## src/rtl/store_merge_unit.sv

```systemverilog
// rtl/store_merge_unit.sv - store lane narrowing and merge into a word-wide data memory
//
// Purpose:
//   Accepts sw/sh/sb store requests from EX/MEM, narrows the register data to
//   the addressed byte/halfword lane and writes it to a word-addressed data
//   memory. Without byte-enable support, sh/sb use read-modify-write.
//
// Configuration:
//   STORE_MERGE_BE_EN - memory honours mem_be; sh/sb skip the read and write
//                       lane-replicated data with the lane mask in mem_be.
//
// Ports:
//   clk, reset              clock, synchronous active-low reset
//   req_valid/req_ready     store request handshake (ready only in IDLE)
//   st_op, addr, wdata      00=sw 01=sh 10=sb 11=reserved, byte address, rt data
//   done, err               one-cycle completion pulse, reject flag with done
//   mem_req/mem_ack         memory access handshake (ack may be same cycle)
//   mem_we, mem_addr        write/read select, word address
//   mem_wdata, mem_be       write data, per-lane byte enables
//   mem_rdata               read data, valid with mem_ack on a read

module store_merge_unit #(
    parameter int ADDR_W = 10
) (
    input  logic              clk,
    input  logic              reset,
    input  logic              req_valid,
    output logic              req_ready,
    input  logic [1:0]        st_op,
    input  logic [31:0]       addr,
    input  logic [31:0]       wdata,
    output logic              done,
    output logic              err,
    output logic              mem_req,
    output logic              mem_we,
    output logic [ADDR_W-1:0] mem_addr,
    output logic [31:0]       mem_wdata,
    output logic [3:0]        mem_be,
    input  logic [31:0]       mem_rdata,
    input  logic              mem_ack
);

    localparam logic [1:0] OP_SW = 2'b00;
    localparam logic [1:0] OP_SH = 2'b01;
    localparam logic [1:0] OP_SB = 2'b10;

    typedef enum logic [1:0] {
        S_IDLE  = 2'd0,
        S_READ  = 2'd1,
        S_WRITE = 2'd2,
        S_RESP  = 2'd3
    } state_t;

    state_t            state_q, state_d;
    logic [1:0]        op_q, op_d;
    logic [ADDR_W+1:0] addr_q, addr_d;
    logic [31:0]       wdata_q, wdata_d;
    logic              rej_q, rej_d;

    // Address bits above the memory range do not select anything.
    logic unused_addr_bits;
    assign unused_addr_bits = ^addr[31:ADDR_W+2];

    logic        illegal;
    logic [3:0]  lane_be;
    logic [31:0] lane_mask;
    logic [31:0] rep_data;

    assign illegal = (st_op == 2'b11)
                  || ((st_op == OP_SW) && (addr[1:0] != 2'b00))
                  || ((st_op == OP_SH) && addr[0]);

    // Lane enables and lane-replicated data derived from the latched request.
    always_comb begin
        lane_be  = 4'b1111;
        rep_data = wdata_q;
        case (op_q)
            OP_SH: begin
                lane_be  = addr_q[1] ? 4'b1100 : 4'b0011;
                rep_data = {2{wdata_q[15:0]}};
            end
            OP_SB: begin
                lane_be  = 4'b0001 << addr_q[1:0];
                rep_data = {4{wdata_q[7:0]}};
            end
            default: begin
                lane_be  = 4'b1111;
                rep_data = wdata_q;
            end
        endcase
    end

    assign lane_mask = {{8{lane_be[3]}}, {8{lane_be[2]}}, {8{lane_be[1]}}, {8{lane_be[0]}}};

`ifdef STORE_MERGE_BE_EN
    logic [31:0] write_word;
    logic        unused_rdata;
    assign write_word   = rep_data;
    assign unused_rdata = ^mem_rdata;
`else
    logic [31:0] rdata_q, rdata_d;
    logic [31:0] write_word;
    // Enabled lanes take the new data, all others keep the word read back.
    assign write_word = (rep_data & lane_mask) | (rdata_q & ~lane_mask);
`endif

    assign mem_addr = addr_q[ADDR_W+1:2];

    always_comb begin
        state_d   = state_q;
        op_d      = op_q;
        addr_d    = addr_q;
        wdata_d   = wdata_q;
        rej_d     = rej_q;
`ifndef STORE_MERGE_BE_EN
        rdata_d   = rdata_q;
`endif
        req_ready = 1'b0;
        done      = 1'b0;
        err       = 1'b0;
        mem_req   = 1'b0;
        mem_we    = 1'b0;
        mem_be    = 4'b0000;
        mem_wdata = 32'h0;

        case (state_q)
            S_IDLE: begin
                req_ready = 1'b1;
                if (req_valid) begin
                    op_d    = st_op;
                    addr_d  = addr[ADDR_W+1:0];
                    wdata_d = wdata;
                    rej_d   = illegal;
                    if (illegal) begin
                        state_d = S_RESP;
                    end else if (st_op == OP_SW) begin
                        state_d = S_WRITE;
                    end else begin
`ifdef STORE_MERGE_BE_EN
                        state_d = S_WRITE;
`else
                        state_d = S_READ;
`endif
                    end
                end
            end
            S_READ: begin
                mem_req = 1'b1;
                if (mem_ack) begin
`ifndef STORE_MERGE_BE_EN
                    rdata_d = mem_rdata;
`endif
                    state_d = S_WRITE;
                end
            end
            S_WRITE: begin
                mem_req   = 1'b1;
                mem_we    = 1'b1;
                mem_be    = lane_be;
                mem_wdata = write_word;
                if (mem_ack) begin
                    state_d = S_RESP;
                end
            end
            S_RESP: begin
                done    = 1'b1;
                err     = rej_q;
                state_d = S_IDLE;
            end
            default: begin
                state_d = S_IDLE;
            end
        endcase
    end

    always_ff @(posedge clk) begin
        if (!reset) begin
            state_q <= S_IDLE;
            op_q    <= 2'b00;
            addr_q  <= '0;
            wdata_q <= 32'h0;
            rej_q   <= 1'b0;
`ifndef STORE_MERGE_BE_EN
            rdata_q <= 32'h0;
`endif
        end else begin
            state_q <= state_d;
            op_q    <= op_d;
            addr_q  <= addr_d;
            wdata_q <= wdata_d;
            rej_q   <= rej_d;
`ifndef STORE_MERGE_BE_EN
            rdata_q <= rdata_d;
`endif
        end
    end

endmodule

```

## config.mk

```make
export PLATFORM = sky130hd
export DESIGN_NAME = store_merge_unit
export DESIGN_NICKNAME = d
export VERILOG_FILES = /design/src/rtl/store_merge_unit.sv
export SDC_FILE = /design/constraint.sdc
export NUM_CORES = 1
export LEC_CHECK = 0
export ABC_AREA = 1
export CORE_MARGIN = 2
export CORE_UTILIZATION = 40
export DETAILED_ROUTE_END_ITERATION = 6
export PLACE_DENSITY = 0.88
export SLEW_MARGIN = 30
export SYNTH_ARGS = -nofsm -noshare
export SYNTH_HDL_FRONTEND = slang
export SYNTH_SLANG_ARGS = --single-unit
export TNS_END_PERCENT = 50
```

## constraint.sdc

```tcl
create_clock -name clk -period 2 [get_ports clk]
set_input_delay 0.6 -clock clk [delete_from_list [all_inputs] [get_ports clk]]
set_output_delay 0.6 -clock clk [all_outputs]
set_load 0.01 [all_outputs]
```

Word level (Yosys, flattened, before mapping)
Index checks and enable logic that the tools add are counted.
{ "op_classes": {"eq_ne": 10, "n_shift": 1, "mux": 16, "bitwise": 4, "n_reduce_logical": 11} }
{ "ops": {"columns": ["cell", "count"], "rows": [
  ["AND 32 bit", 2],
  ["one-hot mux 32 bit (2 select lines)", 1],
  ["two-way mux 32 bit", 1],
  ["NOT 32 bit", 1],
  ["OR 32 bit", 1],
  ["two-way mux 2 bit", 5],
  ["equality test 2 bit (second input constant)", 4],
  ["two-way mux 4 bit", 2],
  ["one-hot mux 2 bit (4 select lines)", 1],
  ["one-hot mux 4 bit (2 select lines)", 1],
  ["equality test 2 x 1 -> 1 bit (second input constant)", 3],
  ["!= test 2 bit (second input constant)", 3],
  ["two-way mux 1 bit", 5],
  ["logical NOT 2 bit", 2],
  ["AND reduction 2 bit", 2],
  ["left shift 1 x 2 -> 4 bit (first input constant)", 1],
  ["AND reduction 3 bit", 1],
  ["logical AND 1 bit", 2],
  ["logical OR 1 bit", 2],
  ["nonzero test 2 bit", 1],
  ["OR reduction 2 bit", 1]
]} }
{ "totals": {"reg_bits": 81, "input_bits": 102, "out_inout_bits": 51, "elab_cells": 48} }

Longest topological paths before layout
Gate-level depths: netlist of run 1.
{ "depth": {"depth_word": 7, "ltp_mapped": 10, "mapped_depth_nobuf": 8} }

Worst setup path after synthesis of run 1
Ideal clock, no wire load.
{ "synth_path": {"kind": "reg-to-output", "startpoint": "reg op_q[0]", "endpoint": "out mem_wdata[24]", "arrival_time_ns": 1.585, "t_required_ns": 1.400, "slack_ns": -0.185, "path_stages_with_launch": 8, "n_path_buf": 2, "path_cell_list": "dfxtp_1 > inv_1 > ha_1 > buf_4 > inv_1 > clkbuf_1 > o21ai_0 > o21ai_0"} }
{ "synth_between": {"elab_chain_cells": 6} }
{ "synth_lines": {"columns": ["item", "line_no", "rtl"], "rows": [
  ["start, declared", "55", "logic [1:0] op_q, op_d;"],
  ["start signal, assigned", "188", "op_q <= op_d;"],
  ["equality test 2 bit / equality test 2 x 1 -> 1 bit (equally long branches)", "77", "case (op_q)"],
  ["one-hot mux 4 bit (2 select lines)", "77", null],
  ["NOT 32 bit", "104", "assign write_word = (rep_data & lane_mask) | (rdata_q & ~lane_mask);"],
  ["AND 32 bit", "104", null],
  ["OR 32 bit *", "104", null],
  ["two-way mux 32 bit *", "126", "case (state_q)"],
  ["end, declared", "37", "output logic [31:0] mem_wdata,"]
]} }
Every way passes the cells marked *; elsewhere a longest branch is shown, timed or not.

Final worst setup path of run 1
{ "layout_path": {"startpoint": "reg op_q[1]", "endpoint": "out mem_wdata[15]"} }
The elaborated chain is that of the path after synthesis.

==> summary.md, run 1 <==
| Metric | Value |
|---|---|
| Outcome | complete, but fails checks |
| Failing checks | setup timing |
| Final hold slack | 0.481 ns |
| Overall power | 9.20 mW |
| Area Overhead vs Synth | 58.0% |
| Die area | 0.0108 mm^2 |
| Distinct cells, synth | 20 |
| Fmax achieved | 390 MHz |
| Final cell utilization of the core | 64.8% |
| Root buffer cell | clkbuf_8 |
| Worst clock skew | 0.00481 ns |
| FF-to-FF path depth | 9 |
| Worst path required time | 1.40 ns |
| Final Cycle Share | 128% |
| CTS tree | yes |
| Syn_area_per_cell | 6.62 um^2 |
| H-tree depth | 3 |
| I/O Pins | 153 |
| First-pass GRT wire length | 22600 um |
| Leakage | 2.60 nW |
| Synth top area cells | dfxtp_1 41%, nor2_1 18%, o21ai_0 15% |
| Clk buf depth | 2 |
| GR Overflow Total | 0 |
| Num CTS Buffers | 9 |
| Power Dens Cells | 1460 mW/mm^2 |
| Number of synthesis warnings | 0 |
| Post-DP HPWL | 9680 um |
| Slew at the pin with the worst max-slew slack | 0.443 ns |
| WL per Instance | 17.1 um |
| DR iter-0 viols | 329 |
| R2R Setup Slk | 0.36 ns |
| Top cell type's share of synthesized area | 40.6% |
| Top cell type by total area after synthesis | dfxtp_1 |
| Crit path time final | 2.56 ns |
| Die extent in y | 104 um |
| Final Worst Setup Slack | -0.563 ns |
| Slew Limit Fails | 0 |
| DRC Markers | 0 |
| HP Class | flop to flop |
| IO buf count | 132 |
| Max-cap violation count | 0 |
| Later-pin clock latency in the skew report | 0.35 ns |
| Clock transition at path regs | 0.08 ns |
| Vias per std cell | 5.40 |
| Length of the first detailed-routing pass in iterations | 5 |
| Number of global-route vias before repair | 4771 |
| Clock sinks | 81 |
| Fill count | 798 |
| Kind of critical path | flop to output pin |
| Synth Instances | 603 |
| Slew HR | 70.5% |
| Largest net degree at the start of global routing | 37 |
| Max VDD drop | 0.742 mV |
| Hold path cells | 2 |
| DP Area | 0.00570 mm^2 |
| Initial Utilization | 41.0% |
| Yosys reg bits | 81 |
| Max FO, Critical Path | 13 |
| Worst Path Arrival | 1.96 ns |
| Total GRT Usage | 25.9% |
| Worst r2r src | state_q[1]$_SDFFE_PN0P_ |
| CP endpoint kind | output pin |
| Final nets | 865 |
| Fin. Hold Viols | 0 |
| Cell row count | 36 |
| RSZ-0062 raised after global routing | true |
| Setup violators final | 37 |
| CP Launch Type | flop |
| Final GP Congestion | 0.980 |
| WHS Endpoint | rdata_q[1]$_SDFFE_PN0P_ |
| WL final | 15300 um |
| Final Cell Area | 0.00631 mm^2 |
| N_diodes | 0 |
| DRT antenna net count | 0 |
| Die width | 104 um |
| Share of layout cells above drive strength 1 | 27.3% |
| Synth Cell Area | 0.00399 mm^2 |
| Synthesized net count | 712 |
| End of the worst register-to-register path | rej_q$_SDFFE_PN0P_ |
| Hold Startpoint | rdata_q[1]$_SDFFE_PN0P_ |
| Sequential area share after synthesis | 40.6% |
| Vias | 4816 |
| Initial antenna violation count | 0 |
| Core ar. | 0.00973 mm^2 |
## Yosys cell counts
master,instances
nor2_1,195
o21ai_0,120
dfxtp_1,81
nand2_1,78
clkbuf_1,24
inv_1,24
nand3b_1,16
buf_4,12
nand3_1,12
buf_2,9
a21oi_1,8
ha_1,7
nand4_1,7
a21oi_4,2
inv_2,2
nand3_2,2
and2_1,1
buf_1,1
clkinv_1,1
nand2_2,1
## area by class of cell
class / instances / area, um^2 / area share (%)
Timing Repair inverter: 1 / 11.3 / 0.179
Clock inverter: 3 / 42.5 / 0.674
Timing Repair Buffer: 186 / 1760 / 27.8
Clock buffer: 11 / 141 / 2.24
Sequential cell: 81 / 1630 / 25.8
Multi-Input combinational cell: 450 / 2440 / 38.7
Tap cell: 133 / 166 / 2.64
Inverter: 27 / 125 / 1.98
## critical path, cell delays in order (launching register included)
cell and delay, ns:
dfxtp_2 0.35, buf_6 0.12, ha_4 0.32, buf_12 0.16, inv_16 0.06, nand3_2 0.11
o21ai_2 0.09, nand2_1 0.08, inv_1 0.06, nor2_2 0.12, buf_2 0.14
## registers in the layout (all words and copies together), names as in the netlist
register / count
wdata_q: 32
rdata_q: 32
addr_q: 12
state_q: 2
op_q: 2
rej_q: 1
## kinds of logic after synthesis
logic type / Yosys count / share of synthesized area, %
buffers and inverters: 73 / 8.27
DFF: 81 / 40.6
adders and majority gates: 7 / 2.19
and+or+nand+nor: 312 / 32.1
AOI/OAI and AO/OA: 130 / 16.9
## power breakdown
| group | internal (mW) | switching [mW] | total [mW] |
|---|---|---|---|
| logic | 2.42 | 3.14 | 5.56 |
| clock network | 0.596 | 0.584 | 1.18 |
| registers | 2.08 | 0.386 | 2.47 |
## what timing repair did
| action | in CTS | in global routing |
|---|---|---|
| endpoints found under the hold margin | 0 | 0 |
| pin swaps | 29 | 28 |
| endpoints found under the setup margin | 41 | 39 |
| cloned | 5 | 1 |
| resized for setup | 237 | 62 |
| setup buffers | 9 | 1 |
| hold buffers | 0 | 0 |
## placed cells by master, fill, tap and decap left out, types with 2 or more instances in the layout
cell type / count
nor2_1: 169
nor2_2: 26
o21ai_0: 82
o21ai_2: 23
buf_4: 30
ha_1: 2
nand4_1: 7
nand3_2: 8
buf_6: 9
nand3_4: 4
dfxtp_2: 3
buf_12: 9
nand3b_1: 16
a21oi_4: 2
inv_2: 6
and2_4: 2
nand2_4: 6
nand3_1: 2
a21oi_1: 7
inv_8: 2
clkbuf_8: 10
buf_8: 3
o21ai_4: 4
o21ai_1: 11
inv_1: 18
ha_4: 2
dfxtp_1: 78
buf_2: 39
nand2_2: 6
nand2_1: 66
ha_2: 3
clkdlybuf4s50_1: 90
## metrics by stage
step	std cells	setup WS [ns]	TNS, ns
floorplan	603	-0.00650	-0.0769
CTS	891	-0.466	-15.79
global placement	863	-0.508	-16.88
detailed placement	863	-0.575	-18.29
finish	892	-0.563	-16.97
global route	892	-0.621	-19.19
## per-layer routing
layer,track usage (%),vias up,wire [um]
li1,-,2238,-
met1,29.6,2229,5640
met5,0,-,0
met4,10.9,0,648
met3,5.20,67,1170
met2,46.9,282,7820
## worst max path at each step
stage                         end  slack (ns)  depth (start not counted)                    start
finish              mem_wdata[15]       -0.56                         10     op_q[1]$_SDFFE_PN0P_
global route        mem_wdata[22]       -0.62                          9     op_q[1]$_SDFFE_PN0P_
CTS                  mem_wdata[1]       -0.47                          8     op_q[1]$_SDFFE_PN0P_
detailed placement  mem_wdata[21]       -0.58                          9     op_q[1]$_SDFFE_PN0P_
global placement     mem_wdata[8]       -0.51                          9     op_q[0]$_SDFFE_PN0P_
floorplan           mem_wdata[11]      -0.006                          6  state_q[0]$_SDFFE_PN0P_
No activity file was read; power rests on OpenSTA's default activity.
==> run 2, diff against run 1 <==
CORE_MARGIN = 5   (was 2)
==> summary.md, run 2 (same netlist as run 1, synthesis figures left out) <==
| Metric | Value |
|---|---|
| Outcome | complete, but fails checks (unchanged) |
| Failing checks | DRC, setup timing (was setup timing) |
| Hold Buf Count CTS | 0 (unchanged) |
| Number of global-route vias before repair | 4185 (was 4771) |
| Vias per std cell | 4.85 (was 5.40) |
| Met3 wire len | 697 um (was 1170 um) |
| N_diodes | 0 (unchanged) |
| Die width | 110 um (was 104 um) |
| Clock transition at path regs | 0.08 ns (about the same) |
| Later-pin clock latency in the skew report | 0.35 ns (about the same) |
| Leading cell types in the layout, fill and taps excluded | 181 x nor2_1, 95 x o21ai_0, 90 x clkdlybuf4s50_1, 78 x dfxtp_1, 74 x nand2_1 (was 169 x nor2_1, 90 x clkdlybuf4s50_1, 82 x o21ai_0, 78 x dfxtp_1, 66 x nand2_1) |
| Initial Utilization | 40.9% (was 41.0%) |
| CP endpoint kind | output pin (unchanged) |
| Largest net degree at the start of global routing | 53 (was 37) |
| Switching Share | 42.1% (was 44.6%) |
| RSZ-0062 raised after global routing | true (unchanged) |
| Critical Path, Cell by Cell | inv_4, ha_4, buf_6, a21oi_4, buf_6, nand2_4, nand2_4, o21ai_1, buf_2 (was buf_6, ha_4, buf_12, inv_16, nand3_2, o21ai_2, nand2_1, inv_1, nor2_2, buf_2) |
| Worst path required time | 1.40 ns (about the same) |
| Leakage | 2.51 nW (was 2.60 nW) |
| Initial antenna violation count | 0 (unchanged) |
| Crit-path leading delay family | buffers and inverters (unchanged) |
| CP Launch Type | flop (unchanged) |
| Max-cap violation count | 0 (unchanged) |
| Worst r2r src | state_q[0]$_SDFFE_PN0P_ (was state_q[1]$_SDFFE_PN0P_) |
| Worst clock skew | 0.00964 ns (was 0.00481 ns) |
| Max FO, Critical Path | 8 (was 13) |
| Die extent in y | 110 um (was 104 um) |
| Met1 WL | 5350 um (was 5640 um) |
| WL final | 12500 um (was 15300 um) |
| Clk buf depth | 2 (unchanged) |
| DR iter-0 viols | 203 (was 329) |
| Vias | 4349 (was 4816) |
| WL per Instance | 14.0 um (was 17.1 um) |
| CTS tree | yes (unchanged) |
| Overall power | 8.07 mW (was 9.20 mW) |
| Die area | 0.0121 mm^2 (was 0.0108 mm^2) |
| Pint | 4.67 mW (was 5.10 mW) |
| Worst slack, placed | -0.629 ns (was -0.575 ns) |
| Cell row count | 36 (unchanged) |
| Root buffer cell | clkbuf_8 (unchanged) |
| Max VDD drop | 0.903 mV (was 0.742 mV) |
| DRT antenna net count | 0 (unchanged) |
| Slew HR | 78.0% (was 70.5%) |
| Length of the first detailed-routing pass in iterations | 7 (was 5) |
| CP Launch Point | op_q[0]$_SDFFE_PN0P_ (was op_q[1]$_SDFFE_PN0P_) |
| Clock share of power | 14.4% (was 12.8%) |
| DP Area | 0.00577 mm^2 (was 0.00570 mm^2) |
| Clock sinks | 81 (unchanged) |
| CP max stage cell | dfxtp_4 (was dfxtp_2) |
| Final GP Congestion | 0.920 (was 0.980) |
| CP bufs+invs | 4 (was 5) |
| Final Worst Setup Slack | -0.520 ns (was -0.563 ns) |
| Final nets | 868 (was 865) |
| Net Sw Power | 3.40 mW (was 4.11 mW) |
| DRC Markers | 1 (was 0) |
| Final hold slack | 0.481 ns (about the same) |
| Final Cell Area | 0.00602 mm^2 (was 0.00631 mm^2) |
| Worst Path Arrival | 1.92 ns (was 1.96 ns) |
| Crit-path max cell delay | 0.37 ns (was 0.35 ns) |
| Commonest non-fill, non-tap cell in the layout | nor2_1 (unchanged) |
| Slew at the pin with the worst max-slew slack | 0.329 ns (was 0.443 ns) |
| Setup violators final | 36 (was 37) |
| HP Class | flop to flop (unchanged) |
| Fmax achieved | 397 MHz (was 390 MHz) |
| Met2 wire length | 6230 um (was 7820 um) |
| GR Overflow Total | 0 (unchanged) |
| Placed Cells | 873 (was 863) |
| Top routing layer used | met4 (unchanged) |
| Kind of critical path | flop to output pin (unchanged) |
| IO buf count | 132 (unchanged) |
| Num CTS Buffers | 9 (unchanged) |
| Comb power frac | 55.7% (was 60.4%) |
| Total Neg Setup Slack | -15.10 ns (was -16.97 ns) |
| Top flop regs | rdata_q: 32 flops, wdata_q: 32 flops, addr_q: 12 flops (unchanged) |
| Hold Startpoint | rdata_q[6]$_SDFFE_PN0P_ (was rdata_q[1]$_SDFFE_PN0P_) |
| Total GRT Usage | 21.0% (was 25.9%) |
| Post-DP HPWL | 9390 um (was 9680 um) |
| Final cell utilization of the core | 61.6% (was 64.8%) |
| Area Overhead vs Synth | 50.8% (was 58.0%) |
| Fin. Hold Viols | 0 (unchanged) |
| Non-Filler Instances | 896 (was 892) |
| Crit path time final | 2.52 ns (was 2.56 ns) |
| Share of layout cells above drive strength 1 | 22.0% (was 27.3%) |
| Final Cycle Share | 126% (was 128%) |
| Seq pwr share | 29.9% (was 26.8%) |
| First-pass GRT wire length | 19800 um (was 22600 um) |
| Power Dens Cells | 1340 mW/mm^2 (was 1460 mW/mm^2) |
| Fill count | 915 (was 798) |
| I/O Pins | 153 (unchanged) |
| H-tree depth | 3 (unchanged) |
| Slew Limit Fails | 0 (unchanged) |
| Core ar. | 0.00977 mm^2 (was 0.00973 mm^2) |
==> run 2: cell types whose count changed in the layout (fill, tap and decap cells not counted), sizes merged <==
cell           delta
bufbuf            -1
clkbuf            -1
nand2             +1
clkinvlp          +2
buf               +2
clkdlybuf4s15     +1
==> run 2: what timing repair did <==
item | in CTS | in global routing
hold endpoints to repair | 0 | 0
pin swaps | 9 | 7
endpoints found under the setup margin | 41 | 38
gates cloned | 3 | 0
buffers inserted | 3 | 2
resized for setup | 209 | 16
==> run 2: area by class of cell <==
| class | instances | area, um^2 | share of cell area [%] |
|---|---|---|---|
| Timing Repair inverter | 1 | 6.26 | 0.104 |
| Clock inverter | 5 | 57.6 | 0.956 |
| Tap cell | 133 | 166 | 2.76 |
| Sequential cell | 81 | 1630 | 27.1 |
| Clock buffer | 10 | 128 | 2.12 |
| Timing Repair Buffer | 188 | 1680 | 27.8 |
| Multi-Input combinational cell | 451 | 2240 | 37.3 |
| Inverter | 27 | 114 | 1.89 |
==> run 2: final timing paths <==
path | to | slack (ns) | cells past startpoint
setup / recovery | mem_wdata[31] | -0.52 | 9
hold / removal | rdata_q[6]$_SDFFE_PN0P_ | 0.48 | 2
setup reg to reg | wdata_q[27]$_SDFFE_PN0P_ | 0.26 | 9
hold reg to reg | rdata_q[6]$_SDFFE_PN0P_ | 0.48 | 2
==> run 2: power by group through the flow <==
| stage | Clock [mW] | Sequential, mW | Combinational (mW) |
|---|---|---|---|
| global route | 1.25 | 2.46 | 5.01 |
| CTS | 1.18 | 2.40 | 4.40 |
| detailed placement | 0 | 2.41 | 4.26 |
| floorplan | 0 | 2.32 | 2.55 |
| finish | 1.16 | 2.41 | 4.50 |
| global placement | 0 | 2.40 | 4.21 |
==> run 2: worst register-to-register path: cells and delay by family, from the launching register on <==
kind	cells	cell delay [ns]
adders and majority gates	1	0.20
buffers and inverters	5	0.71
DFF	1	0.35
and+or+nand+nor	3	0.37
==> run 2: per-layer routing <==
metal  global-route usage [%]  vias up
met3                     3.46       22
met2                     35.3      133
met4                     8.28        0
li1                         -     2247
met5                        0        -
met1                     26.6     1947
